==> config.mk <==
export PLATFORM = sky130hd
export DESIGN_NAME = neuron_seq
export DESIGN_NICKNAME = d
export VERILOG_FILES = /design/src/rtl/neuron_pkg.sv /design/src/rtl/neuron_div_seq.sv /design/src/rtl/neuron_seq.sv
export SDC_FILE = /design/constraint.sdc
export NUM_CORES = 2
export LEC_CHECK = 0
export BUFFER_PORTS_ARGS = -buffer_cell sky130_fd_sc_hd__buf_4
export CORE_ASPECT_RATIO = 0.9
export CORE_MARGIN = 2
export CORE_UTILIZATION = 59
export DETAILED_ROUTE_END_ITERATION = 10
export GPL_TIMING_DRIVEN = 0
export PLACE_DENSITY = 0.73
export REMOVE_ABC_BUFFERS = 1
export SLEW_MARGIN = 20
export SYNTH_ARGS = -nofsm -noshare
export SYNTH_HDL_FRONTEND = slang
export SYNTH_SLANG_ARGS = --single-unit
==> constraint.sdc <==
create_clock -name clk -period 9.6 [get_ports clk]
set_input_delay 0.96 -clock clk [delete_from_list [all_inputs] [get_ports clk]]
set_output_delay 0.96 -clock clk [all_outputs]
set_load 0.05 [all_outputs]
==> src/rtl/neuron_pkg.sv <==
// Shared types and width helpers for the neuron layer blocks.
package neuron_pkg;

  typedef enum logic [2:0] {
    IDLE,
    ACCUM,
    NORM,
    DIVIDE,
    DONE
  } state_t;

  // Fixed-point 1.0 for a given number of fraction bits.
  function automatic longint unsigned one_of(input int frac_w);
    return 64'd1 << frac_w;
  endfunction

  function automatic int acc_width(input int n_inputs, input int data_w);
    return 2 * data_w + $clog2(n_inputs) + 1;
  endfunction

  // Counter width able to index 0..n-1, never narrower than one bit.
  function automatic int cnt_width(input int n);
    return (n > 1) ? $clog2(n) : 1;
  endfunction

endpackage

==> src/rtl/neuron_div_seq.sv <==
// Iterative unsigned restoring divider: one quotient bit per cycle, MSB first,
// exactly Q_W cycles after start. rem_init must be smaller than den.
module neuron_div_seq
  import neuron_pkg::*;
#(
  parameter int DEN_W = 33,
  parameter int Q_W   = 16
) (
  input  logic             clk,
  input  logic             rst_n,
  input  logic             start,
  input  logic [DEN_W-1:0] rem_init,
  input  logic [DEN_W-1:0] den,
  output logic             done,
  output logic [Q_W-1:0]   quo
);

  localparam int CNT_W = cnt_width(Q_W);

  logic [DEN_W-1:0] rem_q;
  logic [DEN_W-1:0] den_q;
  logic [Q_W-1:0]   quo_q;
  logic [CNT_W-1:0] step_q;
  logic             run_q;

  logic [DEN_W:0]   shifted;
  logic             fits;
  logic [DEN_W-1:0] rem_next;

  assign shifted  = {rem_q, 1'b0};
  assign fits     = shifted >= {1'b0, den_q};
  assign rem_next = fits ? DEN_W'(shifted - {1'b0, den_q}) : DEN_W'(shifted);

  // done and quo are combinational so the caller can register the result on
  // the same edge that resolves the last quotient bit.
  assign done = run_q && (step_q == CNT_W'(Q_W - 1));
  assign quo  = Q_W'({quo_q, fits});

  // NOTE: state registers use non-blocking assignments so every flop samples
  // the pre-edge values; blocking here would create ordering-dependent races.
  always_ff @(posedge clk or negedge rst_n) begin
    if (!rst_n) begin
      rem_q  <= '0;
      den_q  <= '0;
      quo_q  <= '0;
      step_q <= '0;
      run_q  <= 1'b0;
    end else if (start) begin
      rem_q  <= rem_init;
      den_q  <= den;
      quo_q  <= '0;
      step_q <= '0;
      run_q  <= 1'b1;
    end else if (run_q) begin
      rem_q  <= rem_next;
      quo_q  <= quo;
      step_q <= step_q + 1'b1;
      if (done) run_q <= 1'b0;
    end
  end

endmodule

==> src/rtl/neuron_seq.sv <==
// Sequential MAC neuron with softsign-sigmoid activation.
// Define NEURON_SAT_EN to saturate z to DATA_W bits instead of wrapping.
module neuron_seq
  import neuron_pkg::*;
#(
  parameter int N_INPUTS = 4,
  parameter int DATA_W   = 32,
  parameter int FRAC_W   = 16,
  parameter int ACC_W    = acc_width(N_INPUTS, DATA_W)
) (
  input  logic                     clk,
  input  logic                     rst_n,
  input  logic                     start,
  input  logic signed [DATA_W-1:0] bias,
  input  logic                     in_valid,
  output logic                     in_ready,
  input  logic signed [DATA_W-1:0] in_x,
  input  logic signed [DATA_W-1:0] in_w,
  output logic                     out_valid,
  input  logic                     out_ready,
  output logic [DATA_W-1:0]        out_val,
  output logic                     busy
);

  localparam int                CNT_W = cnt_width(N_INPUTS);
  localparam int                DEN_W = DATA_W + 1;
  localparam logic [DEN_W-1:0]  ONE   = DEN_W'(one_of(FRAC_W));

  state_t                   state, state_nx;
  logic signed [ACC_W-1:0]  acc;
  logic [CNT_W-1:0]         cnt;
  logic                     sign;

  logic signed [2*DATA_W-1:0] prod;
  logic [DATA_W-1:0]          z;
  logic [DATA_W-1:0]          abs_z;
  logic                       div_done;
  logic [FRAC_W-1:0]          div_quo;
  logic [DEN_W-1:0]           half_sum;

  assign prod = in_x * in_w;

`ifdef NEURON_SAT_EN
  logic signed [ACC_W-1:0] acc_sh;
  logic                    pos_ovf, neg_ovf;

  assign acc_sh  = acc >>> FRAC_W;
  assign pos_ovf = !acc_sh[ACC_W-1] && (|acc_sh[ACC_W-2:DATA_W-1]);
  assign neg_ovf =  acc_sh[ACC_W-1] && !(&acc_sh[ACC_W-2:DATA_W-1]);
  assign z = pos_ovf ? {1'b0, {(DATA_W-1){1'b1}}} :
             neg_ovf ? {1'b1, {(DATA_W-1){1'b0}}} :
                       acc_sh[DATA_W-1:0];
`else
  assign z = acc[FRAC_W +: DATA_W];
`endif

  // Unsigned magnitude so that |-2^(DATA_W-1)| is still representable.
  assign abs_z    = z[DATA_W-1] ? -z : z;
  assign half_sum = sign ? (ONE - DEN_W'(div_quo)) : (ONE + DEN_W'(div_quo));

  neuron_div_seq #(
    .DEN_W (DEN_W),
    .Q_W   (FRAC_W)
  ) u_div (
    .clk      (clk),
    .rst_n    (rst_n),
    .start    (state == NORM),
    .rem_init ({1'b0, abs_z}),
    .den      (ONE + {1'b0, abs_z}),
    .done     (div_done),
    .quo      (div_quo)
  );

  always_ff @(posedge clk or negedge rst_n) begin
    if (!rst_n) state <= IDLE;
    else        state <= state_nx;
  end

  // NOTE: every output of this block gets a default before the case so no
  // path leaves it unassigned, which would otherwise infer a latch.
  always_comb begin
    state_nx = state;
    in_ready = 1'b0;
    busy     = (state != IDLE);
    unique case (state)
      IDLE:   if (start) state_nx = ACCUM;
      ACCUM: begin
        in_ready = 1'b1;
        if (in_valid && (cnt == CNT_W'(N_INPUTS - 1))) state_nx = NORM;
      end
      NORM:   state_nx = DIVIDE;
      DIVIDE: if (div_done) state_nx = DONE;
      DONE:   if (out_ready) state_nx = IDLE;
      default: state_nx = IDLE;
    endcase
  end

  always_ff @(posedge clk or negedge rst_n) begin
    if (!rst_n) begin
      acc       <= '0;
      cnt       <= '0;
      sign      <= 1'b0;
      out_val   <= '0;
      out_valid <= 1'b0;
    end else begin
      if (state == IDLE && start) begin
        acc <= ACC_W'(bias) <<< FRAC_W;
        cnt <= '0;
      end
      if (state == ACCUM && in_valid) begin
        acc <= acc + ACC_W'(prod);
        cnt <= cnt + 1'b1;
      end
      if (state == NORM) sign <= z[DATA_W-1];
      if (state == DIVIDE && div_done) begin
        out_val   <= DATA_W'(half_sum >> 1);
        out_valid <= 1'b1;
      end
      if (state == DONE && out_ready) out_valid <= 1'b0;
    end
  end

endmodule

; Yosys cells after proc, flatten, opt, wreduce, memory -nomap -nowiden
; Cells that the tools add are included.
; W data, S select, Z words.
[classes]
n_div = 0
addsub = 8
n_mul = 1
magnitude_cmp = 1
n_reduce_logical = 12
eq_ne = 10
n_mux = 24
bitwise_logic = 0
n_shift = 0
[op_table]
columns = operator, count
row1 = $mux W67, 2
row2 = $mux W33, 4
row3 = $add A67 B64 Y67, 1
row4 = $mul A32 B32 Y64, 1
row5 = $ge A34 B33 Y1, 1
row6 = $add A17 B32 Y33 const A, 1
row7 = $sub A33 B33 Y33, 1
row8 = $mux W32, 1
row9 = $neg A32 Y32, 1
row10 = $mux W15, 2
row11 = $add A17 B16 Y18 const A, 1
row12 = $sub A17 B16 Y18 const A, 1
row13 = $pmux W3 S5, 1
row14 = $mux W3, 4
row15 = $mux W4, 2
row16 = $ne A2 B2 Y1 const B, 4
row17 = $eq A3 B2 Y1 const B, 2
row18 = $logic_and A1 B1 Y1, 6
row19 = $mux W1, 6
row20 = $reduce_bool A2 Y1, 3
row21 = $add A4 B1 Y4 const B, 1
row22 = $eq A4 B4 Y1 const B, 1
row23 = $mux W2, 2
row24 = $reduce_and A4 Y1, 1
row25 = 6 further kinds, 6
[word_totals]
in_bits = 101
reg_bits = 192
mem_count = 0
output_inout_bits = 35
latch_bits = 0
mem_bits_rw = 0
wordCells = 67
mem_bits_ro = 0

; Logic depth before layout (Yosys ltp)
[logic_depth]
depth_word = 5
mapped_depth = 29
mapped_depth_nobuf = 27

; Modules after synthesis
; A second synthesis with hierarchy kept.
[unflattened]
hier_cells = 4675
hier_area_um2 = 41497.3
[by_module_without_submodules]
columns = mod, n_inst, area_each_um2, cells_per_inst, seq_area_each_um2
row1 = neuron_seq, 1, 35504.1, 3978, 1776.7
row2 = neuron_div_seq, 1, 5993.2, 697, 2152.1

; Least setup slack after synthesis
; No wires, ideal clock.
[synth_path]
path_type = input -> register
start = input in_w[0]
end = register acc[47]
n_path_buf = 1
t_required_ps = 9474
path_stages = 27
setup_slack_ps = 1092
setup_ps = 126
t_arrival_ps = 8382
path_cell_list = clkbuf_1 -> nand2_1 -> inv_1 -> fa_1 -> inv_1 -> fa_1 -> inv_1 -> fa_1 -> inv_1 -> fa_1 -> inv_1 -> fa_1 -> fa_1 -> fa_1 -> inv_1 -> fa_1 -> inv_1 -> ha_1 -> and3_1 -> nand3_1 -> or4_1 -> a31oi_1 -> o21ai_1 -> o311ai_0 -> a21oi_1 -> xnor2_1 -> o21ai_1
[synth_via]
elab_chain_cells = 3
[synth_lines]
columns = item, line
row1 = "start, declared", neuron_seq.sv:18  ; input logic signed [DATA_W-1:0] in_w,
row2 = $mul A32 B32 Y64, neuron_seq.sv:41  ; assign prod = in_x * in_w;
row3 = $add A67 B64 Y67, neuron_seq.sv:111  ; acc <= acc + ACC_W'(prod);
row4 = $mux W67, neuron_seq.sv:110  ; if (state == ACCUM && in_valid) begin
row5 = "end signal, assigned", neuron_seq.sv:107  ; acc <= ACC_W'(bias) <<< FRAC_W;
row6 = "end signal, assigned", neuron_seq.sv:111
row7 = "end, declared", neuron_seq.sv:30  ; logic signed [ACC_W-1:0] acc;
; No other way between the ends.
; A chain may end at the register's enable or synchronous reset.

; Worst setup path after layout
[layout_path]
start = input in_w[1]
end = register acc[47]
; The elaborated chain is that of the path after synthesis.

==> summary by stage <==
Status
The flow ran to the end, and the final reports show no timing, DRC or antenna violations.

Logic synthesis
The share of synthesized area occupied by flip-flops and latches is 0.0963. Of the post-synthesis cell area, the part taken by muxes is 0.00665. For this run, the number of Yosys warnings is 0. Of the total synthesized cell area, the portion taken by AND, OR, NAND and NOR gates is 0.153. The synthesized design contains roughly 160 register bits. The xor and xnor fraction of the mapped netlist area is 0.0346. The area fraction in compound gates after synthesis is 0.0754. Of the total synthesized cell area, the portion taken by full adders, half adders and majority gates is 0.512. Each instance of the synthesized netlist takes up on average 8.93 µm².

The cell count after synthesis came out at approximately 4600. The most used flip-flop cell after synthesis is dfrtp_1. The post-synthesis instance area is between 40000 and 50000 µm². After synthesis, the largest family of logic cells by area is adder cells. In this run, distinct cell masters in the synthesized netlist total 78. The count of flip-flops with a built-in enable after synthesis is 0. The async set-reset flop share out of synthesis is 1.00.

Critical path
Counting stages on the worst path, the most repeated cell is fa_1. The nature of the critical path endpoint is a flip-flop. The maximum single-stage delay on the critical path is approximately 0.63 ns. The signal on the critical path passes through buf_4, and2_1, inv_1, fa_1, fa_1, inv_1, fa_1, inv_1, fa_1, inv_1, fa_1, fa_1, fa_1, fa_1, ha_1, and3_1, nand3_1, or4_1, a31oi_1, o21ai_1, o311ai_0, a21oi_1, xnor2_1, o21ai_1. The data required time at the worst endpoint is 9.91 ns. The data arrival time of the critical path is slightly above 9 ns. Together, buffers and inverters on the worst path number 5. On the critical path, the stage with the largest delay is an instance of or4_1.

The biggest fanout along the worst timing path is 32. The setup path with the least slack is of type in -> reg. The kind of cell with the highest combined delay along the critical path is adder cells.

The startpoint type of the worst setup path is an input pin.

Finish
At the end of the flow, the number of nets in the layout was between 5000 and 6000. After filler insertion, the fill cell instance count of the layout stands at 5972. Leaving out fill and tap cells, the most frequent cell in the layout is inv_1. The layout cell share with drive strength beyond 1 is 0.0426. Compared with the post-synthesis result, the final layout area differs by 4.75%. In the layout the commonest cells are 1063 x inv_1, 905 x fa_1, 638 x nand2_1, 364 x and2_1, 222 x ha_1. The utilization after layout is 0.624.

Clock network
CTS saw 157 sinks. The number of gates given a new drive strength after cts is 0. The count of hold-fix buffers inserted at cts is 0. The H-tree was split into 4 levels. The number of clock buffers added by TritonCTS is 17.

The CTS tree is built. The post-CTS repair timing setup buffer count is 0. Clock-pin slew was measured on the worst setup and hold paths at approximately 0.07 ns. The longest clock path from root to sink contains 2 buffers.

The clock reaches the later pin of the worst-skew pair after 0.46 ns. In this run the clock root is driven by a clkbuf_16.

Floorplan
The die is roughly 250 µm tall. For this configuration, the core starts out at a cell density of 0.595. The floorplan row count is between 90 and 100. Measured along the x axis, the die boundary spans between 200 and 300 µm. The floorplan step defined a die boundary enclosing 71300 µm². In this run the count of I/O pins placed on the die edge is about 140. The core region is ~70000 µm².

Timing
In this run the tightest slew margin relative to its limit is 0.384. Between clock sinks in the finished design, the worst skew comes to ~0.014 ns. The worst path needs between 8 and 9 ns of the cycle, external delays included. Setup repair after global routing left no endpoint under its margin.

The final-report max-slew violation count was 0. The setup slack of the critical path after layout is roughly 0.67 ns. Setup violations remaining at the end of the flow were counted as 0.

In the finished design, the share of the clock period the worst path needs comes to 0.931. Derived from the worst setup path, the maximum achievable clock frequency is between 100 and 150 MHz. The count of endpoints failing hold in the final timing report was 0. At the pin with the least slew margin, the transition time is about 0.9 ns.

Placed design
Input and output buffers added on the ports amount to around 120. At the end of routability-driven placement, the weighted congestion stood at 0.909. The worst-case setup slack after placement is -0.104 ns. The detailed placer's ending HPWL is slightly below 80000 µm.

Detailed routing
The routed layout has roughly 30000 vias. In the routed design, unresolved DRC markers number 0. The residual antenna-violating net count after detailed routing is 0. After detailed routing, the number of vias per cell comes to ~5.5.

In this run, the number of DRC markers left after iteration 0 of detailed routing was slightly below 2000. Wires add up to ~97000 µm. The average wire per cell in the routed design is approximately 18 µm.

The number of detailed-route iterations in the first pass is 6.

Global route
The most congested layer reported by global routing is met2. For met3 alone, demand over resource in global routing was 0.0307. The number of antenna violations at the first check in global routing is 1. The first global-routing pass estimated about 160000 µm of wire. The overall fraction of global-route tracks in use is 0.290. For this run, global-route usage on met1 was measured as 0.397.

The number of global-route vias before repair is 31400. The pin count of the biggest net entering global routing is 82. The global route total overflow is 0. The global-route track usage on met2 is 0.491.

Hold path
The classification of the worst-slack hold path is reg -> reg.

Flow run
The number of max-capacitance violations reported is 0.
==> path summary, 6_finish.rpt <==
check,start,end,slack (ns),cells past startpoint
max in group asynchronous,rst_n,u_div.quo_q[0],8.30,2
hold reg to reg,acc[11],acc[11],0.48,2
setup / recovery,in_w[1],acc[47],0.67,24
min in group asynchronous,rst_n,u_div.rem_q[29],0.49,1
hold / removal,acc[11],acc[11],0.48,2
setup reg to reg,acc[23],acc[47],1.50,24
==> worst reg2reg max path, cell delays in order (launching register included) <==
cell and delay [ns]:
dfrtp_1 0.41, inv_1 0.18, fa_1 0.46, fa_1 0.56, inv_1 0.05, fa_1 0.47, inv_1 0.06, fa_1 0.54
inv_1 0.06, fa_1 0.48, fa_1 0.51, fa_1 0.49, inv_1 0.05, fa_1 0.58, inv_1 0.06, ha_1 0.42
and4_1 0.26, nand3_1 0.11, or4_1 0.63, a31oi_1 0.48, o21ai_1 0.27, o311ai_0 0.42, a21oi_1 0.14, xnor2_1 0.19
o21ai_1 0.09
==> synth_stat cells, types with 6 or more instances <==
| cell type | number | area, µm² |
|---|---|---|
| a21o_1 | 41 | 308 |
| o31ai_1 | 30 | 225 |
| xnor2_1 | 105 | 920 |
| nand4_1 | 8 | 50.1 |
| mux2i_1 | 26 | 260 |
| nor4_1 | 6 | 37.5 |
| and2_1 | 365 | 2280 |
| nor2b_1 | 16 | 100 |
| o41ai_1 | 13 | 114 |
| a22o_1 | 8 | 70.1 |
| xor2_1 | 56 | 490 |
| nor3_1 | 23 | 115 |
| fa_1 | 905 | 18100 |
| or3_1 | 18 | 113 |
| buf_4 | 16 | 120 |
| nor2_1 | 134 | 503 |
| and3_1 | 16 | 100 |
| nand2b_1 | 27 | 169 |
| nand3_1 | 21 | 105 |
| o21ai_0 | 90 | 450 |
| dfrtp_1 | 157 | 3930 |
| o21bai_1 | 7 | 52.6 |
| a21boi_0 | 8 | 60.1 |
| ha_1 | 222 | 2780 |
| o21a_1 | 15 | 113 |
| a21oi_1 | 149 | 746 |
| a31oi_1 | 17 | 106 |
| nand2_1 | 640 | 2400 |
| clkbuf_1 | 223 | 837 |
| o21ai_1 | 17 | 85.1 |
| a211oi_1 | 34 | 255 |
| buf_1 | 7 | 26.3 |
| inv_1 | 1063 | 3990 |
==> metrics by stage <==
step	area, µm²	std cells	setup TNS (ns)	hold slack (ns)
2_1_floorplan	39900	4339	0	0.449
3_3_place_gp	41900	5388	-0.0979	0.461
3_5_place_dp	42200	5403	-0.104	0.466
4_1_cts	42700	5435	0	0.482
5_1_grt	42800	5436	0	0.507
6_report	42800	5436	0	0.478
==> registers in the layout (all words and copies together), names as in the netlist <==
name,count
acc,48
cnt,2
out_val,16
out_valid,1
sign,1
state,3
u_div.den_q,33
u_div.quo_q,15
u_div.rem_q,33
u_div.run_q,1
u_div.step_q,4
==> layer usage <==
metal,vias up,routed length [µm]
met1,15400,40500
met5,-,0
met3,170,5110
met4,0,2950
met2,872,48100
li1,13400,-
==> cell families (layout without fill, tap and decap cells) <==
kind of cell / after synthesis / count (layout)
xor+xnor: 161 / 161
buf+inv: 1312 / 1230
flops: 157 / 157
fa+ha+maj: 1127 / 1127
simple gates: 1303 / 1303
compound gates: 484 / 484
other cells: 1 / 17
mux: 27 / 27
==> layout make-up <==
| class | instances | area, µm² | area share |
|---|---|---|---|
| clock buffers | 19 | 433 | 0.0101 |
| diodes | 1 | 2.50 | 0.0000585 |
| repair buffers | 134 | 1100 | 0.0258 |
| flip-flops and latches | 157 | 3930 | 0.0920 |
| well taps | 930 | 1160 | 0.0272 |
| clock inverters | 13 | 151 | 0.00354 |
| multi-input cells | 3118 | 32000 | 0.748 |
| inverters | 1064 | 3990 | 0.0934 |
Power is left out: the tool's default activity adds up to more than one toggle a clock period on the data nets, which glitch-free logic cannot reach.
